===== src/rtl/irrigation_pkg.sv =====
`default_nettype none
// ============================================================================
//  Module      : irrigation_pkg
//  Description : Shared phase codes and zone-mode constants for the
//                multi-zone irrigation sequencer.
//  Contents    : state_t  - 3-bit phase code driven on the sequencer's
//                           state output
//                MODE_*   - per-zone watering mode encodings {R1,R0}
//                mode_*() - helpers that decode which watering phases a
//                           mode contains
//  Revision    : 1.0  initial release
// ============================================================================
package irrigation_pkg;

    // Phase codes. These values appear on the state port, so they are fixed.
    typedef enum logic [2:0] {
        ST_IDLE     = 3'b000,
        ST_SELECT   = 3'b001,
        ST_FILL     = 3'b010,
        ST_SPRINKLE = 3'b011,
        ST_DRIP     = 3'b100,
        ST_CLEAN    = 3'b101
    } state_t;

    // Zone modes: N none, A sprinkle only, G drip only, S sprinkle then drip.
    localparam logic [1:0] MODE_N = 2'b00;
    localparam logic [1:0] MODE_A = 2'b01;
    localparam logic [1:0] MODE_G = 2'b10;
    localparam logic [1:0] MODE_S = 2'b11;

    // A mode that includes a sprinkle phase (A or S).
    function automatic logic mode_has_sprinkle(input logic [1:0] mode);
        return (mode == MODE_A) || (mode == MODE_S);
    endfunction

    // A mode that includes a drip phase (G or S).
    function automatic logic mode_has_drip(input logic [1:0] mode);
        return (mode == MODE_G) || (mode == MODE_S);
    endfunction

endpackage
`default_nettype wire


===== src/rtl/phase_timer.sv =====
`default_nettype none
// ============================================================================
//  Module      : phase_timer
//  Description : Tick-driven down-counter that times a single phase.
//                A load sets the count to the requested duration, with a
//                duration of 0 treated as 1. Each tick decrements the count.
//                time_over is asserted combinationally in the cycle where
//                the count is 1 and a tick is present, so the phase lasts
//                exactly 'value' ticks.
//  Ports       : clock     in  system clock (rising edge)
//                reset     in  synchronous active-high reset, count -> 0
//                load      in  load 'value' as the new phase duration
//                value     in  TIMER_W phase duration in ticks
//                tick      in  timebase strobe
//                time_over out last tick of the current phase
//  Revision    : 1.0  initial release
// ============================================================================
module phase_timer #(
    parameter int TIMER_W = 16
) (
    input  logic               clock,
    input  logic               reset,
    input  logic               load,
    input  logic [TIMER_W-1:0] value,
    input  logic               tick,
    output logic               time_over
);

    localparam logic [TIMER_W-1:0] C_ONE = TIMER_W'(1);

    logic [TIMER_W-1:0] r_count;

    always_ff @(posedge clock) begin
        if (reset) begin
            r_count <= '0;
        end else if (load) begin
            // A zero duration would otherwise never reach 1; run it as 1 tick.
            r_count <= (value == '0) ? C_ONE : value;
        end else if (tick && (r_count != '0)) begin
            // Saturate at 0 so an idle timer never wraps around.
            r_count <= r_count - C_ONE;
        end
    end

    assign time_over = tick && (r_count == C_ONE);

endmodule
`default_nettype wire


===== src/rtl/irrigation_sequencer.sv =====
`default_nettype none
// ============================================================================
//  Module      : irrigation_sequencer
//  Description : Multi-zone irrigation sequencer. After a start pulse, it
//                visits zones 0..ZONES-1 in turn. Each zone runs
//                FILL -> SPRINKLE and/or DRIP -> CLEAN according to its
//                2-bit mode, and zones with mode N are skipped. Phase
//                lengths come from an internal tick-driven timer. abort
//                finishes the current zone with a CLEAN phase and then
//                returns to IDLE. All outputs are registered and decoded
//                from the phase (Moore).
//  Ports       : clock, reset        clock; synchronous active-high reset
//                tick                timebase strobe for the phase timer
//                start, abort        control pulses
//                zone_mode           2 bits per zone, zone i at [2i+1:2i]
//                dur_fill/sprinkle/drip/clean  phase lengths in ticks
//                state, zone         current phase code and zone index
//                pump, sprinkler_v,
//                drip_v, flush_v     actuators for FILL/SPRINKLE/DRIP/CLEAN
//                busy                any phase other than IDLE
//                done                1-cycle pulse on return to IDLE after
//                                    a full pass or an abort
//  Revision    : 1.0  initial release
// ============================================================================
module irrigation_sequencer
    import irrigation_pkg::*;
#(
    parameter int ZONES   = 4,
    parameter int TIMER_W = 16,
    parameter int ZIDX_W  = 3
) (
    input  logic                 clock,
    input  logic                 reset,
    input  logic                 tick,
    input  logic                 start,
    input  logic                 abort,
    input  logic [2*ZONES-1:0]   zone_mode,
    input  logic [TIMER_W-1:0]   dur_fill,
    input  logic [TIMER_W-1:0]   dur_sprinkle,
    input  logic [TIMER_W-1:0]   dur_drip,
    input  logic [TIMER_W-1:0]   dur_clean,
    output logic [2:0]           state,
    output logic [ZIDX_W-1:0]    zone,
    output logic                 pump,
    output logic                 sprinkler_v,
    output logic                 drip_v,
    output logic                 flush_v,
    output logic                 busy,
    output logic                 done
);

    localparam logic [ZIDX_W-1:0] C_LAST_ZONE = ZIDX_W'(ZONES - 1);
    localparam logic [ZIDX_W-1:0] C_ZONE_ONE  = ZIDX_W'(1);

    // ------------------------------------------------------------------
    // Registered state
    // ------------------------------------------------------------------
    state_t              r_state;
    logic [ZIDX_W-1:0]   r_zone;
    logic [1:0]          r_mode;     // mode of the active zone, frozen in SELECT
    logic                r_abort;    // abort seen: end after this zone's CLEAN
    logic                r_pump;
    logic                r_sprinkler;
    logic                r_drip;
    logic                r_flush;
    logic                r_busy;
    logic                r_done;

    // ------------------------------------------------------------------
    // Next-state signals
    // ------------------------------------------------------------------
    state_t              w_next_state;
    logic [ZIDX_W-1:0]   w_next_zone;
    logic [1:0]          w_next_mode;
    logic                w_next_abort;
    logic                w_done;
    logic                w_load;
    logic [TIMER_W-1:0]  w_load_val;
    logic [1:0]          w_sel_mode;
    logic                w_time_over;

    // ------------------------------------------------------------------
    // Phase timer: loaded on entry to every timed phase
    // ------------------------------------------------------------------
    phase_timer #(
        .TIMER_W (TIMER_W)
    ) u_phase_timer (
        .clock     (clock),
        .reset     (reset),
        .load      (w_load),
        .value     (w_load_val),
        .tick      (tick),
        .time_over (w_time_over)
    );

    // Mode of the zone currently addressed, taken straight from the config
    // bus. It is only used in SELECT, where it is also captured in r_mode.
    always_comb begin
        w_sel_mode = MODE_N;
        for (int i = 0; i < ZONES; i++) begin
            if (r_zone == ZIDX_W'(i)) begin
                w_sel_mode = zone_mode[2*i +: 2];
            end
        end
    end

    // ------------------------------------------------------------------
    // Sequencing
    // ------------------------------------------------------------------
    always_comb begin
        w_next_state = r_state;
        w_next_zone  = r_zone;
        w_next_mode  = r_mode;
        w_next_abort = r_abort;
        w_done       = 1'b0;
        w_load       = 1'b0;
        w_load_val   = dur_fill;

        case (r_state)
            ST_IDLE: begin
                if (start) begin
                    w_next_state = ST_SELECT;
                    w_next_zone  = '0;
                    w_next_abort = 1'b0;
                end
            end

            ST_SELECT: begin
                w_next_mode = w_sel_mode;
                if (abort) begin
                    w_next_state = ST_IDLE;
                    w_next_zone  = '0;
                    w_done       = 1'b1;
                end else if (w_sel_mode == MODE_N) begin
                    // Skipped zone: no phases run, so no CLEAN either.
                    if (r_zone == C_LAST_ZONE) begin
                        w_next_state = ST_IDLE;
                        w_next_zone  = '0;
                        w_done       = 1'b1;
                    end else begin
                        w_next_zone  = r_zone + C_ZONE_ONE;
                    end
                end else begin
                    w_next_state = ST_FILL;
                    w_load       = 1'b1;
                    w_load_val   = dur_fill;
                end
            end

            ST_FILL, ST_SPRINKLE, ST_DRIP: begin
                // abort overrides a phase that would end this same cycle.
                if (abort) begin
                    w_next_state = ST_CLEAN;
                    w_next_abort = 1'b1;
                    w_load       = 1'b1;
                    w_load_val   = dur_clean;
                end else if (w_time_over) begin
                    w_load = 1'b1;
                    if ((r_state == ST_FILL) && mode_has_sprinkle(r_mode)) begin
                        w_next_state = ST_SPRINKLE;
                        w_load_val   = dur_sprinkle;
                    end else if ((r_state != ST_DRIP) && mode_has_drip(r_mode)) begin
                        // FILL of a G zone, or SPRINKLE of an S zone.
                        w_next_state = ST_DRIP;
                        w_load_val   = dur_drip;
                    end else begin
                        w_next_state = ST_CLEAN;
                        w_load_val   = dur_clean;
                    end
                end
            end

            ST_CLEAN: begin
                // The clean cycle always completes; abort only ends the pass.
                if (abort) begin
                    w_next_abort = 1'b1;
                end
                if (w_time_over) begin
                    if (r_abort || abort || (r_zone == C_LAST_ZONE)) begin
                        w_next_state = ST_IDLE;
                        w_next_zone  = '0;
                        w_next_abort = 1'b0;
                        w_done       = 1'b1;
                    end else begin
                        w_next_state = ST_SELECT;
                        w_next_zone  = r_zone + C_ZONE_ONE;
                    end
                end
            end

            default: begin
                w_next_state = ST_IDLE;
                w_next_zone  = '0;
                w_next_abort = 1'b0;
            end
        endcase
    end

    // ------------------------------------------------------------------
    // State and output registers. Outputs are decoded from the next phase
    // so they change on the same edge as the phase they describe.
    // ------------------------------------------------------------------
    always_ff @(posedge clock) begin
        if (reset) begin
            r_state     <= ST_IDLE;
            r_zone      <= '0;
            r_mode      <= MODE_N;
            r_abort     <= 1'b0;
            r_pump      <= 1'b0;
            r_sprinkler <= 1'b0;
            r_drip      <= 1'b0;
            r_flush     <= 1'b0;
            r_busy      <= 1'b0;
            r_done      <= 1'b0;
        end else begin
            r_state     <= w_next_state;
            r_zone      <= w_next_zone;
            r_mode      <= w_next_mode;
            r_abort     <= w_next_abort;
            r_pump      <= (w_next_state == ST_FILL);
            r_sprinkler <= (w_next_state == ST_SPRINKLE);
            r_drip      <= (w_next_state == ST_DRIP);
            r_flush     <= (w_next_state == ST_CLEAN);
            r_busy      <= (w_next_state != ST_IDLE);
            r_done      <= w_done;
        end
    end

    assign state       = r_state;
    assign zone        = r_zone;
    assign pump        = r_pump;
    assign sprinkler_v = r_sprinkler;
    assign drip_v      = r_drip;
    assign flush_v     = r_flush;
    assign busy        = r_busy;
    assign done        = r_done;

endmodule
`default_nettype wire

===== config.mk =====
export PLATFORM = sky130hd
export DESIGN_NAME = irrigation_sequencer
export DESIGN_NICKNAME = d
export VERILOG_FILES = /design/src/rtl/irrigation_pkg.sv /design/src/rtl/phase_timer.sv /design/src/rtl/irrigation_sequencer.sv
export SDC_FILE = /design/constraint.sdc
export NUM_CORES = 1
export LEC_CHECK = 0
export CAP_MARGIN = 10
export CORE_ASPECT_RATIO = 0.9
export CORE_MARGIN = 8
export CORE_UTILIZATION = 40
export DETAILED_ROUTE_END_ITERATION = 8
export PLACE_DENSITY = 0.71
export SLEW_MARGIN = 20
export SYNTH_ARGS = -nofsm -noshare
export SYNTH_HDL_FRONTEND = slang
export SYNTH_HIERARCHICAL = 1
export SYNTH_SLANG_ARGS = --single-unit

===== constraint.sdc =====
create_clock -name clock -period 4.5 [get_ports clock]
set_clock_uncertainty 0.1 [all_clocks]
set_input_delay 0.9 -clock clock [delete_from_list [all_inputs] [get_ports clock]]
set_output_delay 0.9 -clock clock [all_outputs]
set_load 0.05 [all_outputs]

* Word-level counts from Yosys, hierarchy flattened
Cells that the tools add are included.
** Word-level totals
- Output and inout port bits :: 12
- Bits of input ports :: 77
- Logic and storage cells :: 99
- Bits in registers :: 31
** Cells by class
- Add/sub/neg operators :: 2
- Multiplexer cells :: 46
- Bitwise gates (word level) :: 2
- Reduce and logical (&&, ||, !) cells :: 18
- Equal/unequal tests :: 20
** Operators by type and width (number)
- 16-bit 2-to-1 mux :: 8
- 3-bit 2-to-1 mux :: 14
- 3-bit one-hot mux with 4 select lines :: 2
- 3-bit by 2-bit equality test with 1-bit output (second input constant) :: 6
- 16-bit by 1-bit equality test with 1-bit output (second input constant) :: 1
- 16-bit logical NOT :: 1
- 16-bit nonzero test :: 1
- 16-bit by 1-bit subtractor with 16-bit output (second input constant) :: 1
- 1-bit 2-to-1 mux :: 15
- 3-bit equality test (second input constant) :: 4
- 2-bit 2-to-1 mux :: 4
- 3-bit by 1-bit equality test with 1-bit output (second input constant) :: 2
- 3-bit logical NOT :: 2
- 3-bit != test (second input constant) :: 2
- 2-bit equality test (second input constant) :: 2
- 1-bit logical AND :: 4
- 1-bit logical OR :: 4
- 1-bit one-hot mux with 2 select lines :: 2
- 1-bit one-hot mux with 4 select lines :: 1
- 4-bit AND reduction :: 1
- 3-bit by 1-bit adder with 3-bit output (second input constant) :: 1
- 3-bit nonzero test :: 1
- 3-bit OR reduction :: 1
- 2-bit by 1-bit equality test with 1-bit output (second input constant) :: 1
- 6 further kinds :: 7

* Longest topological paths before layout
- Depth after elaboration :: 11
- Depth in mapped cells :: 14
- Gate-level depth less buffers :: 11

* Cells and area by module
The synthesis kept the hierarchy.
** Modules (own cells, without submodules)
- irrigation_sequencer :: seq. area each 300.3 µm², cells an instance 244, area each 1717.9 µm², instances 1
- phase_timer :: seq. area each 320.3 µm², cells an instance 139, area each 1102.3 µm², instances 1

* Least setup slack after synthesis
OpenSTA, ideal clock, no wires.
- Path kind :: input -> register
- Start :: input tick
- End :: register u_phase_timer.r_count[0]
- Slack :: 1.308 ns
- Path buffers :: 4
- Required time :: 4.265 ns
- Stages on the path :: 12
- Arrival time :: 2.957 ns
- Setup time :: 0.135 ns
- Cell sequence :: clkbuf_1 and4_1 clkbuf_1 or2_2 clkbuf_1 clkbuf_1 a21oi_1 a211oi_1 nor4_1 and4_1 nor3_1 nor4_1
** On the way
- Cells in the longest elaborated chain, start to end :: 7
- Elaborated cells between the ends (all ways) :: 12
- Those cells by class :: mux (8); reduce/logical (4)
** RTL lines
- start, declared :: line irrigation_sequencer.sv:34 : input logic tick,
- 1-bit logical AND :: line phase_timer.sv:45 : assign time_over = tick && (r_count == C_ONE);
- net w_time_over :: line irrigation_sequencer.sv:80 : logic w_time_over;
- 16-bit 2-to-1 mux :: line irrigation_sequencer.sv:157 : end else if (w_time_over) begin
- 16-bit 2-to-1 mux :: line irrigation_sequencer.sv:152 : if (abort) begin
- 16-bit 2-to-1 mux
- net w_load_val[3] :: line irrigation_sequencer.sv:78 : logic [TIMER_W-1:0] w_load_val;
- 16-bit logical NOT :: line phase_timer.sv:38 : r_count <= (value == '0) ? C_ONE : value;
- 16-bit 2-to-1 mux :: line phase_timer.sv:38
- 16-bit 2-to-1 mux :: line phase_timer.sv:36 : end else if (load) begin
- end signal, assigned :: line phase_timer.sv:38
- end signal, assigned :: line phase_timer.sv:41 : r_count <= r_count - C_ONE;
- end, declared :: line phase_timer.sv:31 : logic [TIMER_W-1:0] r_count;
The timed path passes the listed nets, and every way through them passes these cells.
A chain may end at the register's enable or synchronous reset.

* Worst setup path in the final report
- Start :: register r_state[2] (netlist: state[2])
- End :: register u_phase_timer.r_count[0]
** On the way
- Cells in the longest elaborated chain, start to end :: 10
- Elaborated cells between the ends (all ways) :: 18
- Those cells by class :: eq/ne (5); mux (8); reduce/logical (5)
** RTL lines
- start, declared :: line irrigation_sequencer.sv:58 : state_t r_state;
- start signal, assigned :: line irrigation_sequencer.sv:216 : r_state <= w_next_state;
- 3-bit != test :: line irrigation_sequencer.sv:162 : end else if ((r_state != ST_DRIP) && mode_has_drip(r_mode)) begin
- 1-bit logical AND :: line irrigation_sequencer.sv:162
- 16-bit 2-to-1 mux :: line irrigation_sequencer.sv:162
- 16-bit 2-to-1 mux :: line irrigation_sequencer.sv:159 : if ((r_state == ST_FILL) && mode_has_sprinkle(r_mode)) begin
- 16-bit 2-to-1 mux :: line irrigation_sequencer.sv:157
- 16-bit 2-to-1 mux :: line irrigation_sequencer.sv:152
- 16-bit 2-to-1 mux *
- net w_load_val[0] :: line irrigation_sequencer.sv:78
- 16-bit logical NOT :: line phase_timer.sv:38
- 16-bit 2-to-1 mux * :: line phase_timer.sv:38
- 16-bit 2-to-1 mux * :: line phase_timer.sv:36
The timed path passes the listed nets; every way through them passes the cells marked *.

==> results.txt <==
The first routing iteration left 199 violations. For flop-to-flop paths, the worst setup slack is 0.87 ns. The average wire per cell in the routed design was 17.44 µm; the number of resized instances in the post-cts repair step was 0. The number of buffers created by CTS was 5; the number of top-level pins was 89. The hold-fix buffer count after cts came out at 0. Setup slack after placement: 0.8943 ns. The share of async-settable or async-resettable flops after synthesis is 0%.

The tools report the arrival time of the worst setup path as 3.71 ns. The first detailed-routing pass ran for 5 iterations. The final-report hold violation count was 0.

The origin of the critical flop-to-flop path was state[2]. The later pin in the worst-skew pair is clocked with a latency of 0.29 ns. The flow ran to the end, and the final reports show no timing, DRC or antenna violations. The nature of the critical path endpoint is a flip-flop. The repair_antennas step left the layout with diodes totalling 0.

Compared with the post-synthesis result, the final layout area differs by 34.16%. The synthesis-stage register bit count came out at 31. The synthesized design contains 0 enable-type register cells. CTS placed an instance of clkbuf_8 at the clock tree root. The weighted congestion reported at the end of routability-driven placement is 0.9434.

The netlist uses 66 different library cells. The placed cell count came out at 540. The share of the clock period used by the worst path after layout is 80.58%, and the proportion of power drawn by combinational gates is 49.0%. The wire length of the first global-routing pass was 15210 µm. The worst-case IR drop observed on VDD is 0.2540 mV. The net count after synthesis was 468; the floorplan core area was 6930 µm². Synthesis produced 383 cells. Across every metal layer, demand over resource in global routing totals 18.32%. Summed over all failing endpoints, the final setup total negative slack is 0 ns.

Post-CTS clock slew at the launch and capture registers of the worst setup and hold paths: 0.07 ns. Cell type with the highest aggregate area in the netlist: dfxtp_1. Count of buffers from port buffering: 88. For the achievable clock frequency, the log shows 275.8 MHz. TritonCTS built the clock tree. Setup repair after global routing left no endpoint under its margin.

Setup violations remaining at the end of the flow were counted as 0. The library cells used most frequently in the layout, excluding fill and tap cells, are clkdlybuf4s50_1 (88), nor2_1 (52), nand2_1 (32). Net switching is 42.23% of the power. The final critical-path setup slack is 0.8738 ns, and the overflow left after global routing is 0.

The run gives 712.1 µW as the cell-internal power. The min-delay analysis places its worst path in the category flip-flop to flip-flop. The wire-length estimate of the detail-placed layout is 7355 µm. The worst slew margin relative to its limit is 46.17%, and the fraction of layout instances using a drive strength above 1 is 9.011%. The slew of the pin with the lowest slew margin works out to 0.8063 ns. The H-tree was split into 2 levels.

The number of vias per cell works out to 5.852. Across the run, the number of max-cap violations was 0. The horizontal die dimension came out at 104.5 µm. For the number of standard cells in the final layout excluding fillers, the log shows 548.

The die covers 9997 µm². The maximum number of buffers from clock root to sink was 2. After synthesis the cells add up to 2820 µm². The pin count of the biggest net entering global routing is 34, and the worst-case reg-to-reg path depth is 8.

The power share of the clock group is 17.7%. The clock period could shrink to 3.626 ns. Kind of critical path: flip-flop to flip-flop. Cells fill 54.59% of the core in the end.

The total via count after detailed routing was 3207; the mean instance size in the synthesized netlist was 7.363 µm². The worst register-to-register path ends at u_phase_timer/r_count[0]. The net count of the finished layout is 539. The top cell type's share of synthesized area was 22.01%; the final-report max-slew violation count was 0. The run gives 40.69% as the starting density of the core. The number of global-route vias before repair was 2923; the power dissipated by switching net loads was 520.5 µW. The most common library cell in the layout ignoring fill and taps is clkdlybuf4s50_1. Count of standard-cell rows: 29. The tools report the portion of total power attributed to sequential cells as 33.3%.

The clock drives 31 sinks. The tools report the destination of the critical timing path as u_phase_timer/r_count[0]. Power per unit of standard cell area: 325.8 nW/µm². In this run the worst setup path begins at state[2]. The tools report the type of element launching the critical path as a flip-flop. For this run, the leading register cell type out of synthesis is dfxtp_1. After synthesis, flip-flops and latches occupy 22.01% of the total area.

Post-CTS setup repair buffer count: 0. The vertical extent of the die was 95.66 µm. Ranked by total cell area, the synthesized netlist is headed by dfxtp_1 (22%), nor2_1 (6.9%), a21oi_1 (5.0%). The leakage power figure is 0.001379 µW. STA puts the critical path data required time at 4.59 ns.

The initial antenna violation count is 0, and the count of antenna-violating nets left after detailed routing is 0. The critical-path maximum fanout was 21; the remaining routing DRC violations was 0. Wires add up to 9556 µm.

During synthesis, Yosys emitted a total of 6 warnings.
## layer usage
layer | wire, µm | track usage (%)
met5 | 0 | 0
met4 | 44 | 3.610
met3 | 687 | 3.919
met2 | 4064 | 27.20
met1 | 4760 | 26.44
## layout make-up
class                   instances  area [µm²]
repair buffers                 93       918.4
well taps                      93       116.4
inverters                      13       48.80
clock buffers                   6       72.57
multi-input cells             310        1994
fillers                       663        3147
clock inverters                 2       12.51
flip-flops and latches         31       620.6
## flip-flops by register name, indices dropped and copies added (netlist names)
register               cells
busy                       1
flush_v                    1
r_abort                    1
drip_v                     1
u_phase_timer/r_count     16
state                      3
sprinkler_v                1
pump                       1
r_mode                     2
done                       1
zone                       3
## critical path: stages, from the launching register on
cell	delay, ns
dfxtp_1	0.62
or3b_1	0.74
nand2_2	0.47
and3b_1	0.63
a211oi_1	0.21
nor4_1	0.31
and4_1	0.21
nor3_1	0.05
nor4_1	0.16
## kinds of logic after synthesis
kind of cell / synth area share (%)
flops: 22.01
simple gates: 36.34
fa+ha+maj: 3.549
compound gates: 29.77
buf+inv: 7.276
mux: 1.065
## through the flow
stage	cell area, µm²	hold slack [ns]	total power [µW]
6_report	3784	0.4133	1233
5_1_grt	3784	0.4605	1320
4_1_cts	3784	0.4111	1231
3_5_place_dp	3699	0.4003	1007
3_3_place_gp	3699	0.3965	996.1
2_1_floorplan	2820	0.3775	822.0
## synthesized netlist by cell type (3+ instances only)
library cell,instances
nand3_1,18
a21oi_1,28
a31o_1,7
o31ai_1,3
o21ai_0,12
nor2_1,52
or2_2,3
inv_1,13
or3_1,8
or4_1,5
a211oi_1,9
and4_1,4
a211oi_2,8
nand2b_1,7
nor2b_1,6
nand2_1,32
a311oi_1,7
nor4_1,9
a31oi_1,3
buf_4,4
mux2i_1,3
dfxtp_1,31
a31o_2,7
nor3b_1,4
buf_2,5
nor3_1,10
nand3b_1,4
nand4_1,6
and2_1,4
ha_1,8
clkbuf_1,15
## how the worst min path moves through the flow
stage | startpoint | to | slack [ns] | depth (start not counted)
2_1_floorplan | u_phase_timer/r_count[7] | u_phase_timer/r_count[7] | 0.38 | 2
3_3_place_gp | u_phase_timer/r_count[7] | u_phase_timer/r_count[7] | 0.40 | 2
3_5_place_dp | u_phase_timer/r_count[7] | u_phase_timer/r_count[7] | 0.40 | 2
4_1_cts | u_phase_timer/r_count[7] | u_phase_timer/r_count[7] | 0.41 | 2
5_1_grt | u_phase_timer/r_count[7] | u_phase_timer/r_count[7] | 0.46 | 2
6_report | u_phase_timer/r_count[7] | u_phase_timer/r_count[7] | 0.41 | 2
## power groups by stage
stage               sequential, µW  clock [µW]  combinational, µW
finish                         410         218                604
global route                   420         238                662
CTS                            407         224                599
detailed placement             413           0                594
global placement               412           0                584
floorplan                      405           0                417
No activity file was read; power rests on OpenSTA's default activity.
